===== src/rtl/monitor_gain_controller.sv =====
// Stereo monitor gain stage: per-pair gain multiply, floor shift, saturation and clip flag.
// Optional macro MONITOR_GAIN_RAMP_EN makes the applied gain slew toward the target by RAMP_STEP per pair.
module monitor_gain_controller #(
    parameter int DATA_WIDTH = 24,
    parameter int GAIN_WIDTH = 8,
    parameter int RAMP_STEP  = 1
) (
    input  logic                  i_clock,
    input  logic                  i_reset,
    input  logic [DATA_WIDTH-1:0] i_data_left,
    input  logic [DATA_WIDTH-1:0] i_data_right,
    input  logic                  i_data_valid,
    input  logic [GAIN_WIDTH-1:0] i_gain,
    input  logic                  i_mute,
    output logic [DATA_WIDTH-1:0] o_data_left,
    output logic [DATA_WIDTH-1:0] o_data_right,
    output logic                  o_data_valid,
    output logic                  o_clip,
    output logic [GAIN_WIDTH-1:0] o_gain_current
);

    // Handshake: i_data_valid is a one-cycle strobe with no ready; every pair presented
    // outside reset is accepted, and o_data_valid pulses once for it exactly two cycles later.

`ifdef MONITOR_GAIN_RAMP_EN
    localparam bit RAMP_EN = 1'b1;
`else
    localparam bit RAMP_EN = 1'b0;
`endif

    localparam int PW = DATA_WIDTH + GAIN_WIDTH + 1;
    localparam logic [GAIN_WIDTH:0]   STEP_W = (GAIN_WIDTH + 1)'(RAMP_STEP);
    localparam logic [GAIN_WIDTH-1:0] STEP_G = GAIN_WIDTH'(RAMP_STEP);
    localparam logic signed [PW-1:0]  MAX_V  = {{(PW - DATA_WIDTH + 1){1'b0}}, {(DATA_WIDTH - 1){1'b1}}};
    localparam logic signed [PW-1:0]  MIN_V  = {{(PW - DATA_WIDTH + 1){1'b1}}, {(DATA_WIDTH - 1){1'b0}}};
    localparam logic [DATA_WIDTH-1:0] MAX_D  = {1'b0, {(DATA_WIDTH - 1){1'b1}}};
    localparam logic [DATA_WIDTH-1:0] MIN_D  = {1'b1, {(DATA_WIDTH - 1){1'b0}}};

    logic [GAIN_WIDTH-1:0] gain_q;
    logic [GAIN_WIDTH-1:0] target;
    logic [GAIN_WIDTH-1:0] gain_ramp;
    logic [GAIN_WIDTH-1:0] gain_next;
    logic [GAIN_WIDTH:0]   up_sum;
    logic [GAIN_WIDTH:0]   down_diff;

    logic signed [PW-1:0]  prod_l_q;
    logic signed [PW-1:0]  prod_r_q;
    logic                  s1_valid_q;

    logic [DATA_WIDTH:0]   sat_l;
    logic [DATA_WIDTH:0]   sat_r;

    // Slew toward the target; the widened sum/difference keeps the clamp free of wraparound.
    always_comb begin
        target    = i_mute ? '0 : i_gain;
        up_sum    = {1'b0, gain_q} + STEP_W;
        down_diff = {1'b0, gain_q} - {1'b0, target};
        gain_ramp = gain_q;
        if (gain_q < target) begin
            gain_ramp = (up_sum >= {1'b0, target}) ? target : up_sum[GAIN_WIDTH-1:0];
        end else if (gain_q > target) begin
            gain_ramp = (down_diff <= STEP_W) ? target : gain_q - STEP_G;
        end
        gain_next = RAMP_EN ? gain_ramp : target;
    end

    // Stage 1: products use the gain held this cycle; the gain register updates on the same edge.
    always_ff @(posedge i_clock) begin
        if (i_reset) begin
            gain_q     <= '0;
            prod_l_q   <= '0;
            prod_r_q   <= '0;
            s1_valid_q <= 1'b0;
        end else begin
            s1_valid_q <= i_data_valid;
            if (i_data_valid) begin
                prod_l_q <= PW'($signed(i_data_left))  * PW'($signed({1'b0, gain_q}));
                prod_r_q <= PW'($signed(i_data_right)) * PW'($signed({1'b0, gain_q}));
                gain_q   <= gain_next;
            end
        end
    end

    // Returns {clip, value}; >>> on a signed operand floors toward minus infinity.
    function automatic logic [DATA_WIDTH:0] shift_sat(input logic signed [PW-1:0] prod);
        logic signed [PW-1:0] shifted;
        shifted = prod >>> (GAIN_WIDTH - 1);
        if (shifted > MAX_V) begin
            return {1'b1, MAX_D};
        end else if (shifted < MIN_V) begin
            return {1'b1, MIN_D};
        end
        return {1'b0, shifted[DATA_WIDTH-1:0]};
    endfunction

    always_comb begin
        sat_l = shift_sat(prod_l_q);
        sat_r = shift_sat(prod_r_q);
    end

    // Stage 2: data holds between pulses, clip only ever accompanies a valid pulse.
    always_ff @(posedge i_clock) begin
        if (i_reset) begin
            o_data_left  <= '0;
            o_data_right <= '0;
            o_data_valid <= 1'b0;
            o_clip       <= 1'b0;
        end else begin
            o_data_valid <= s1_valid_q;
            if (s1_valid_q) begin
                o_data_left  <= sat_l[DATA_WIDTH-1:0];
                o_data_right <= sat_r[DATA_WIDTH-1:0];
                o_clip       <= sat_l[DATA_WIDTH] | sat_r[DATA_WIDTH];
            end else begin
                o_clip       <= 1'b0;
            end
        end
    end

    assign o_gain_current = gain_q;

endmodule


===== config.mk =====
export PLATFORM = sky130hd
export DESIGN_NAME = monitor_gain_controller
export DESIGN_NICKNAME = d
export VERILOG_FILES = /design/src/rtl/monitor_gain_controller.sv
export SDC_FILE = /design/constraint.sdc
export NUM_CORES = 1
export LEC_CHECK = 0
export BUFFER_PORTS_ARGS = -buffer_cell sky130_fd_sc_hd__buf_4
export CORE_ASPECT_RATIO = 2
export CORE_MARGIN = 3
export CORE_UTILIZATION = 45
export CTS_CLUSTER_DIAMETER = 120
export DETAILED_ROUTE_END_ITERATION = 16
export PLACE_DENSITY = 0.69
export SLEW_MARGIN = 20
export SYNTH_ARGS = -nofsm -noshare
export SYNTH_HDL_FRONTEND = slang
export SYNTH_SLANG_ARGS = --single-unit

===== constraint.sdc =====
create_clock -name i_clock -period 7.9 [get_ports i_clock]
set_clock_uncertainty 0.2 [all_clocks]
set_input_delay 0 -clock i_clock [delete_from_list [all_inputs] [get_ports i_clock]]
set_output_delay 0 -clock i_clock [all_outputs]
set_load 0.01 [all_outputs]

# ---- After elaboration in Yosys (flattened, before gate mapping)
# Cells that the tools add are included.
dict set report word_totals {
  regBits 125
  inputBits 60
  output_inout_bits 58
  word_cells 28
}
dict set report classes {
  mul 2
  magnitude_cmp 4
  n_mux 11
  bitwise_logic 2
  reduce_logical 1
}
# cell count
set ops {}
lappend ops {{$mux 25} 6}
lappend ops {{$mul 24x9->33} 2}
lappend ops {{$gt 26x24->1 const B} 2}
lappend ops {{$lt 26x24->1 const B} 2}
lappend ops {{$mux 8} 1}
lappend ops {{$mux 1} 4}
lappend ops {{$reduce_or 2->1} 1}
lappend ops {{$not 1->1} 1}
lappend ops {{$or 1x1->1} 1}

# ---- Logic depth before layout (Yosys ltp)
dict set report logic_depth {
  ltp_word 5
  ltp_mapped 21
  depth_no_buf 20
}

# ---- Worst setup path before layout
# OpenSTA, ideal clock, no wires.
dict set report synth_path {
  kind {reg2reg}
  from {register gain_q[4] (netlist: o_gain_current[4])}
  to {register prod_r_q[31]}
  setup_time_ps 71
  arrival_time_ps 5298
  t_required_ps 7629
  setup_slack_ps 2331
  path_stages_with_launch 21
  n_path_buf 2
  synth_period_minus_slack_ps 5569
  path_cell_list {dfxtp_1 > clkbuf_1 > clkbuf_1 > nand2_1 > fa_1 > fa_1 > inv_1 > fa_1 > inv_1 > fa_1 > inv_1 > ha_1 > a21oi_1 > o21ai_0 > o21ai_0 > nand3_1 > o31ai_1 > o21ai_0 > a21oi_1 > mux2_2 > a21oi_1}
}
dict set report synth_between {
  elab_chain_len 1
}
# element line_no
set synth_lines {}
lappend synth_lines {{start: declaration} 39} ;# logic [GAIN_WIDTH-1:0] gain_q;
lappend synth_lines {{start signal: assignment} 79} ;# gain_q <= gain_next;
lappend synth_lines {{$mul 24x9->33} 78} ;# prod_r_q <= PW'($signed(i_data_right)) * PW'($signed({1'b0, gain_q}));
lappend synth_lines {{end signal: assignment} 78}
lappend synth_lines {{end: declaration} 47} ;# logic signed [PW-1:0] prod_r_q;
# No other way between the ends.
# A chain may end at the register's enable or synchronous reset.

# ---- Final worst setup path
dict set report layout_path {
  from {register gain_q[5] (netlist: o_gain_current[5])}
  to {register prod_r_q[31]}
}
# The elaborated chain is that of the path after synthesis.

==> impl_results.md <==
- Commonest non-fill, non-tap cell in the layout: inv_1
- Highest Signal Layer: met4
- Die height: between 200 and 300 µm
- Total routed wirelength: between 40 and 50 mm
- Worst-Margin Slew: around 1 ns
- Max_cap viols: 0
- Total die area: 0.0401 mm²
- Port bufs: between 100 and 150
- Worst setup EP type: flip-flop
- Clk_lat worst skew: 0.38 ns
- Level count of the clock H-tree: 3
- Via density: 5.28
- Distinct cells, synth: 60
- GRT Total Usage: between 20% and 30%
- Synth Flop Type: dfxtp_1
- Final ANT Viol Nets: 0
- Final setup TNS: 0 ns
- Crit Path Class: reg2reg
- Register-to-Register Path Depth: 18
- Setup WS post-layout: 1.63 ns
- Crit Path Max Fanout: 25
- Reg2Reg Setup Slack: about 1.6 ns
- Final min period: 6.27 ns
- Met1 WL: between 15 and 20 mm
- Maximum clock path buffer count: 2
- Pwr dens: ~100 mW/mm²
- Die X: approximately 140 µm
- Worst hold slack: between 0.06 and 0.07 ns
- DP HPWL: 35.1 mm
- Final Cycle Share: approximately 80%
- Multi-input combinational cell area: between 0.01 and 0.015 mm²
- Arrival time at the worst endpoint: ~6.4 ns
- Reg2reg start: o_gain_current[5]
- Global route total overflow: 0
- Synthesized instance count: 1990
- Most frequent cells in the layout: inv_1 (442), fa_1 (298), nand2_1 (237)
- Routed len/inst: approximately 17 µm
- Via count: 13.4k
- IO Count: around 120
- Endpoints failing setup: 0
- RSZ-0062 raised after global routing: no
- Crit path from: o_gain_current[5]
- Storage element area: 0.00222 mm²
- Slew headroom: roughly a third
- Avg Inst Size Synth: about 8.5 µm²
- Largest net degree at the start of global routing: between 50 and 60
- CTS buffer count: 9
- First-pass GRT wire length: roughly 73 mm
- Maximum VDD drop: between 100 and 150 µV
- Post-Syn Area: ~0.017 mm²
- Initial antenna violation count: 1
- Synth Register Bits: between 100 and 150
- GP Congestion: ~0.94
- DRT iter0 DRCs: 611
- DR pass1 iterations: 6
- FMAX: roughly 0.16 GHz
- Hold WC Path Type: in2reg
- Root Buffer Master: clkbuf_16
- Yosys warning count: 0
- Seq/Total Area, Yosys: between 10% and 20%
- RR Endpoint: prod_r_q[31]
- Status: finished clean
- Fin nets: between 2k and 3k
- Area Overhead vs Synth: 10.8%
- Number of synthesized flops with an enable pin: 0
- Pre-CTS setup slack: approximately 1.7 ns
- Clock transition at path regs: approximately 0.090 ns
- Hold Vio Cnt, Final: 0
- Share of layout cells above drive strength 1: about 7.8%
- CP Launch Type: flip-flop
- CP Data Required Time: about 8 ns
- Async S/R FF share, synth: 0%
- Starting density of the core: a little under half
- Fill cell count: about 3.5k
- Pleak: about 9.9 nW
- Core area: around 0.037 mm²
- Fin util: between 50% and 60%
- DRC viols: 0
- Routed length on met2: roughly 23 mm
- Mapped Nets: 2472
- Met3 WL: approximately 1.6 mm
- Vias in the first global route: approximately 15k
- Hold path cells: 6
- Site row count: a little under 100
- Worst setup endpoint: prod_r_q[31]
- Sink Count: roughly 110
- Setup Buffers After CTS: 0
- Slew Viols, Final: 0
- CTS tree: built
[routing by layer]
metal / vias up / global-route usage, %
li1: 6240 / -
met1: 6750 / 26.4
met2: 338 / 42.2
met3: 102 / 2.37
met4: 0 / 8.25
met5: - / 0
[where the power goes]
part	switching [mW]	total (mW)	leakage [nW]	internal, mW
clock network	0.248	0.472	0.144	0.224
logic	0.468	0.789	8.87	0.321
registers	0.0424	0.651	0.911	0.609
total	0.758	1.91	9.92	1.15
[state kept, by name (all words and copies together), names as in the netlist]
register	flops
o_clip	1
o_data_left	24
o_data_right	24
o_data_valid	1
o_gain_current	8
prod_l_q	26
prod_r_q	26
s1_valid_q	1
[cell type report]
cell class                      instances  share of cell area (%)
Clock inverter                          6                   0.347
Timing Repair Buffer                  157                    6.64
Inverter                              443                    8.88
Clock buffer                           10                    1.22
Antenna cell                            1                  0.0134
Sequential cell                       111                    11.9
Tap cell                              454                    3.03
Multi-Input combinational cell       1360                    68.0
[cell usage after synthesis, types with 7 or more instances]
cell type,number,area (µm²)
nor3_1,55,275
and2_1,180,1130
dfxtp_1,111,2220
mux2i_1,28,280
nand3_1,12,60.1
a22o_1,13,114
fa_1,298,5970
nor2b_1,9,56.3
clkbuf_1,70,263
xnor2_1,37,324
xor2_1,18,158
o21ai_0,21,105
a21oi_1,106,531
a22oi_1,7,52.6
and3_1,10,62.6
a21o_1,14,105
inv_1,443,1660
ha_1,124,1550
nand2_1,237,890
nand4_1,9,56.3
nor2_1,113,424
[worst min path at each step]
stage                               from                 to  slack (ns)
after floorplan                i_gain[0]  o_gain_current[0]       -0.06
after global placement         i_gain[7]  o_gain_current[7]        0.03
after detailed placement       i_gain[7]  o_gain_current[7]        0.04
after CTS                 i_data_left[0]        prod_l_q[7]        0.05
after global routing      i_data_left[0]        prod_l_q[7]        0.12
final                     i_data_left[0]        prod_l_q[7]        0.07
[cells by family (layout without fill, tap and decap cells)]
group / after synthesis / after routing / synth area share (%)
and+or+nand+nor: 643 / 643 / 18.3
buffers and inverters: 519 / 616 / 11.6
adders and majority gates: 422 / 422 / 44.5
AOI/OAI and AO/OA: 211 / 211 / 7.95
DFF: 111 / 111 / 13.1
xor gates and xnor gates: 55 / 55 / 2.85
muxes: 29 / 29 / 1.72
other: 0 / 1 / 0
[metrics by stage]
stage / power (mW) / instances / cell area [µm²]
after detailed placement: 1.45 / 2499 / 18200
after floorplan: 1.20 / 1990 / 16900
after CTS: 1.94 / 2541 / 18700
after global routing: 2.07 / 2542 / 18700
final: 1.91 / 2542 / 18700
after global placement: 1.42 / 2499 / 18200
[worst max-delay path, cell delays in order (launching register included)]
cell,delay [ns]
dfxtp_1,0.97
nand2_1,0.18
fa_1,0.54
fa_1,0.49
inv_1,0.05
fa_1,0.52
inv_1,0.05
fa_1,0.53
inv_1,0.04
ha_1,0.36
a21oi_1,0.18
o21ai_0,0.14
o21ai_0,0.18
nand3_1,0.17
o31ai_1,0.59
o21ai_0,0.30
a21oi_1,0.21
mux2_2,0.35
a21oi_1,0.13
[timing repair]
action                                 in CTS  in global routing
endpoints found under the hold margin      26                  0
resized for setup                           0                  0
hold buffers                               26                  0
Note: power is estimated with default switching activity, not from simulation.
